File: src/rtl/mux4_1_logic_if.sv
`default_nettype none
// ============================================================================
// mux4_1_logic_if : lane/select/enable bundle and results of mux4_1_logic
// Revision: 1.0
// ============================================================================
interface mux4_1_logic_if #(
    parameter int WIDTH = 1
);
    logic [4*WIDTH-1:0] d;
    logic [1:0]         s;
    logic               en;
    logic [WIDTH-1:0]   y;
    logic [3:0]         sel_oh;
    logic [WIDTH-1:0]   y_q;
    logic [1:0]         s_q;
    logic               y_vld;

    modport master (
        output d, s, en,
        input  y, sel_oh, y_q, s_q, y_vld
    );

    modport slave (
        input  d, s, en,
        output y, sel_oh, y_q, s_q, y_vld
    );
endinterface
`default_nettype wire

File: src/rtl/mux4_1_logic.sv
`default_nettype none
// ============================================================================
// mux4_1_logic : 4-to-1 lane mux with one-hot decode and registered copy
// Revision: 1.0
// ============================================================================
module mux4_1_logic #(
    parameter int WIDTH = 1
) (
    input  wire logic      clk,
    input  wire logic      rst_n,
    mux4_1_logic_if.slave  bus
);
    logic [WIDTH-1:0] lane_w [4];
    logic [WIDTH-1:0] y_w;
    logic [3:0]       oh_w;
    logic [WIDTH-1:0] y_cap_d, y_cap_q;
    logic [1:0]       s_cap_d, s_cap_q;
    logic             vld_d, vld_q;

    for (genvar k = 0; k < 4; k++) begin : g_lane
        assign lane_w[k] = bus.d[k*WIDTH +: WIDTH];
    end

    // Non-2-state selects fall into default so X on d never reaches y
    always_comb begin
        y_w  = '0;
        oh_w = 4'b0000;
        case (bus.s)
            2'd0: begin y_w = lane_w[0]; oh_w = 4'b0001; end
            2'd1: begin y_w = lane_w[1]; oh_w = 4'b0010; end
            2'd2: begin y_w = lane_w[2]; oh_w = 4'b0100; end
            2'd3: begin y_w = lane_w[3]; oh_w = 4'b1000; end
            default: begin y_w = '0; oh_w = 4'b0000; end
        endcase
    end

    always_comb begin
        y_cap_d = y_cap_q;
        s_cap_d = s_cap_q;
        vld_d   = 1'b0;
        if (bus.en) begin
            y_cap_d = y_w;
            s_cap_d = bus.s;
            vld_d   = 1'b1;
        end
    end

    always_ff @(posedge clk) begin
        if (!rst_n) begin
            y_cap_q <= '0;
            s_cap_q <= 2'd0;
            vld_q   <= 1'b0;
        end else begin
            y_cap_q <= y_cap_d;
            s_cap_q <= s_cap_d;
            vld_q   <= vld_d;
        end
    end

    assign bus.y      = y_w;
    assign bus.sel_oh = oh_w;
    assign bus.y_q    = y_cap_q;
    assign bus.s_q    = s_cap_q;
    assign bus.y_vld  = vld_q;
endmodule
`default_nettype wire

File: src/flat_wrapper.sv
// flat-port wrapper written by rule: the top's interface ports become plain ports
module mux4_1_logic_flat 
#(
    parameter int WIDTH = 1
)
  (clk, rst_n, bus_d, bus_s, bus_en, bus_y, bus_sel_oh, bus_y_q, bus_s_q, bus_y_vld);
  mux4_1_logic_if #(.WIDTH(WIDTH)) bus_i ();
  input  wire logic clk;
  input  wire logic rst_n;
  input wire logic [$bits(bus_i.d)-1:0] bus_d;
  input wire logic [$bits(bus_i.s)-1:0] bus_s;
  input wire logic [$bits(bus_i.en)-1:0] bus_en;
  output wire logic [$bits(bus_i.y)-1:0] bus_y;
  output wire logic [$bits(bus_i.sel_oh)-1:0] bus_sel_oh;
  output wire logic [$bits(bus_i.y_q)-1:0] bus_y_q;
  output wire logic [$bits(bus_i.s_q)-1:0] bus_s_q;
  output wire logic [$bits(bus_i.y_vld)-1:0] bus_y_vld;
  assign bus_i.d = bus_d;
  assign bus_i.s = bus_s;
  assign bus_i.en = bus_en;
  assign bus_y = bus_i.y;
  assign bus_sel_oh = bus_i.sel_oh;
  assign bus_y_q = bus_i.y_q;
  assign bus_s_q = bus_i.s_q;
  assign bus_y_vld = bus_i.y_vld;
  mux4_1_logic #(.WIDTH(WIDTH)) u_core (.clk(clk), .rst_n(rst_n), .bus(bus_i));
endmodule
File: config.mk
export PLATFORM = sky130hd
export DESIGN_NAME = mux4_1_logic_flat
export DESIGN_NICKNAME = d
export VERILOG_FILES = /design/src/rtl/mux4_1_logic_if.sv /design/src/rtl/mux4_1_logic.sv /design/src/flat_wrapper.sv
export SDC_FILE = /design/constraint.sdc
export NUM_CORES = 1
export LEC_CHECK = 0
export CELL_PAD_IN_SITES_DETAIL_PLACEMENT = 2
export CELL_PAD_IN_SITES_GLOBAL_PLACEMENT = 2
export CORE_UTILIZATION = 15
export CTS_CLUSTER_SIZE = 16
export DETAILED_ROUTE_END_ITERATION = 8
export PLACE_DENSITY = 0.74
export SLEW_MARGIN = 20
export SYNTH_ARGS = -nofsm -noshare
export SYNTH_HDL_FRONTEND = slang
export SYNTH_SLANG_ARGS = --single-unit
File: constraint.sdc
create_clock -name clk -period 1.8 [get_ports clk]
set_clock_uncertainty 0.05 [all_clocks]
set_input_delay 0.45 -clock clk [delete_from_list [all_inputs] [get_ports clk]]
set_output_delay 0.45 -clock clk [all_outputs]
set_load 0.01 [all_outputs]
==> results by group <==
Clocking
  – CTS tree: built
  – Clock Sinks: 4
  – Clock root cell: clkbuf_4
  – Clk_lat worst skew: 230 ps
  – CTS H-tree lvls: 1
  – Clock-pin transition on the worst setup and hold timing paths: roughly 40 ps
  – Num CTS Buffers: 3
  – Quantity of hold-fixing buffers added after cts: 0
  – Clock tree buffer depth: 2

Status
  – Outcome: complete, no violations

Yosys
  – Warnings, synthesis: 0
  – Largest family of logic cells by synthesized area: simple AND/OR/NAND/NOR gates
  – Post-Syn Instances: 21
  – Yosys top cell area share: 0.379
  – Top cell type by total area after synthesis: dfxtp_1
  – Synthesized flop and latch total: 4
  – Syn_nets: 30
  – Largest cells by area after synthesis: dfxtp_1, mux2i_1, nor2b_1
  – Post-synthesis adder-cell area fraction: 0
  – Synth Cell Area: 211 um^2
  – Simple-gate share of the synthesized area: 0.290
  – Sequential fraction of the synthesis area: 0.379
  – Multiplexer area fraction after synthesis: 0.237
  – Xor/xnor cell area share of the yosys netlist: 0
  – Post-Synthesis Mean Instance Area: 10.1 um^2
  – Compound-Gate Fraction of Synth Area: 0.0414
  – Unique cell type count in the Yosys netlist: 9

Route
  – Residual DRC: 0
  – Wirelength per Cell: 12.2 um
  – Final wirelength: 747 um
  – Total number of vias: 254
  – Number of DRC markers in iteration 0: 2
  – DR pass1 iterations: 2
  – Vias per inst: 4.16
  – Number of routed nets with antenna violations: 0

STA
  – Final WS setup: 51.0 ps
  – Minimum clock period: 1750 ps
  – Period utilization: 0.972
  – Worst Hold Margin: 463 ps
  – RSZ-0062 raised after global routing: false
  – Final slew viol count: 0
  – Hold Fails Final Rpt: 0
  – Worst-Margin Slew: 241 ps
  – Fmax: 572 MHz
  – # setup viols final: 0
  – Final TNS setup: 0 ps
  – Max-slew headroom: 0.839

Cells and area
  – Nets: 57
  – Commonest cells after routing, fill and taps aside: clkdlybuf4s50_1, buf_4, mux2i_1, dlygate4sd2_1
  – Area Growth Syn to Fin: 115%
  – Finished Layout Cells: about 60
  – N_diodes: 0
  – Filler Cells Inserted: 151
  – Share of cells above drive strength 1: 0.239
  – Post-layout util: 0.349
  – Design area: 454 um^2

Power
  – Power Total: 0.284 mW
  – Power per cell area: 626 nW/um^2
  – Max VDD drop: 0.329 mV
  – P_leak: 0.232 nW

Placed design
  – Final RePlAce weighted congestion: 0.601
  – Port-buffer cells: 17
  – Post-place setup slack: -575 ps
  – Placed cell area: 427 um^2
  – Detailed Place HPWL: roughly 600 um
  – Dpl cells: between 50 and 60

Setup path
  – R2R Setup Slk: 1130 ps
  – Crit path max fanout: 5
  – Crit path DAT: about 1300 ps
  – Startpoint types: input port
  – Required @ worst endpoint: 1300 ps
  – Worst Setup End Kind: output port
  – Kind of critical path: in -> out

Die
  – Ports: 18
  – Initial core utilization: 0.163
  – Width of the chip: about 40 um
  – Total core area: about 1300 um^2
  – Die footprint: 1560 um^2
  – Row count: 13
  – Die Y: between 30 and 40 um

Global route
  – Global-route wire length before repair: 1140 um
  – Vias in the first global route: 262
  – Maximum number of pins on one net before global-route repair: 7
  – GRT overflow: 0
  – Antenna violations before repair: 0
  – Total Routing Usage GR: 0.110

Job
  – Max-Cap Viols: 0

Hold path
  – Worst min-delay path class: reg -> reg
[what timing repair did]
action	CTS	global route
setup buffers	1	0
hold endpoints to repair	0	0
gates resized for setup	13	4
setup endpoints to repair	5	2
pin swaps	0	0
[cell usage after synthesis, drive strengths merged]
cell,number
nor2,1
nor2b,4
nand3,1
and2,2
buf,1
nand3b,2
mux2i,5
dfxtp,4
o221ai,1
[logic make-up after synthesis]
logic type,Yosys count
DFF,4
AOI/OAI and AO/OA,1
and+or+nand+nor,10
buffers and inverters,1
muxes,5
[flip-flops by register name, summed over array words and instances, names as in the netlist]
signal,cells
u_core.bus.y_q,1
u_core.bus.y_vld,1
u_core.bus.s_q,2
[critical path, cell delays in order]
cell             delay, ps
clkdlybuf4s15_2        220
buf_4                  160
and2_1                 140
dlygate4sd2_1          280
[metal layers]
metal | wire length [um] | up-vias | share of wire | track usage
li1 | - | 124 | - | -
met1 | 301 | 112 | 0.40 | 0.125
met2 | 354 | 18 | 0.47 | 0.189
met3 | 91 | 0 | 0.12 | 0.0284
met4 | 0 | 0 | 0 | 0.0517
met5 | 0 | - | 0 | 0
[power by group]
part / internal [mW] / switching [mW] / leakage, nW / total [mW]
logic: 0.0482 / 0.0300 / 0.185 / 0.0782
registers: 0.0948 / 0.00270 / 0.0331 / 0.0975
clock network: 0.0744 / 0.0342 / 0.0138 / 0.109
total: 0.217 / 0.0669 / 0.232 / 0.284
[area by class of cell]
| class | instances | area (um^2) | area share |
|---|---|---|---|
| Multi-Input combinational cell | 16 | 120 | 0.264 |
| Sequential cell | 4 | 80.1 | 0.176 |
| Timing Repair Buffer | 23 | 213 | 0.468 |
| Tap cell | 15 | 18.8 | 0.0413 |
| Clock buffer | 3 | 22.5 | 0.0496 |
[final timing paths]
path	to	start	cells past startpoint
worst max register to register	u_core.bus.y_q	u_core.bus.y_q	2
worst min register to register	u_core.bus.y_q	u_core.bus.y_q	2
worst min-delay path	u_core.bus.y_q	u_core.bus.y_q	2
worst max-delay path	bus_sel_oh[3]	bus_s[0]	4
Note: power is estimated with default switching activity, not from simulation.
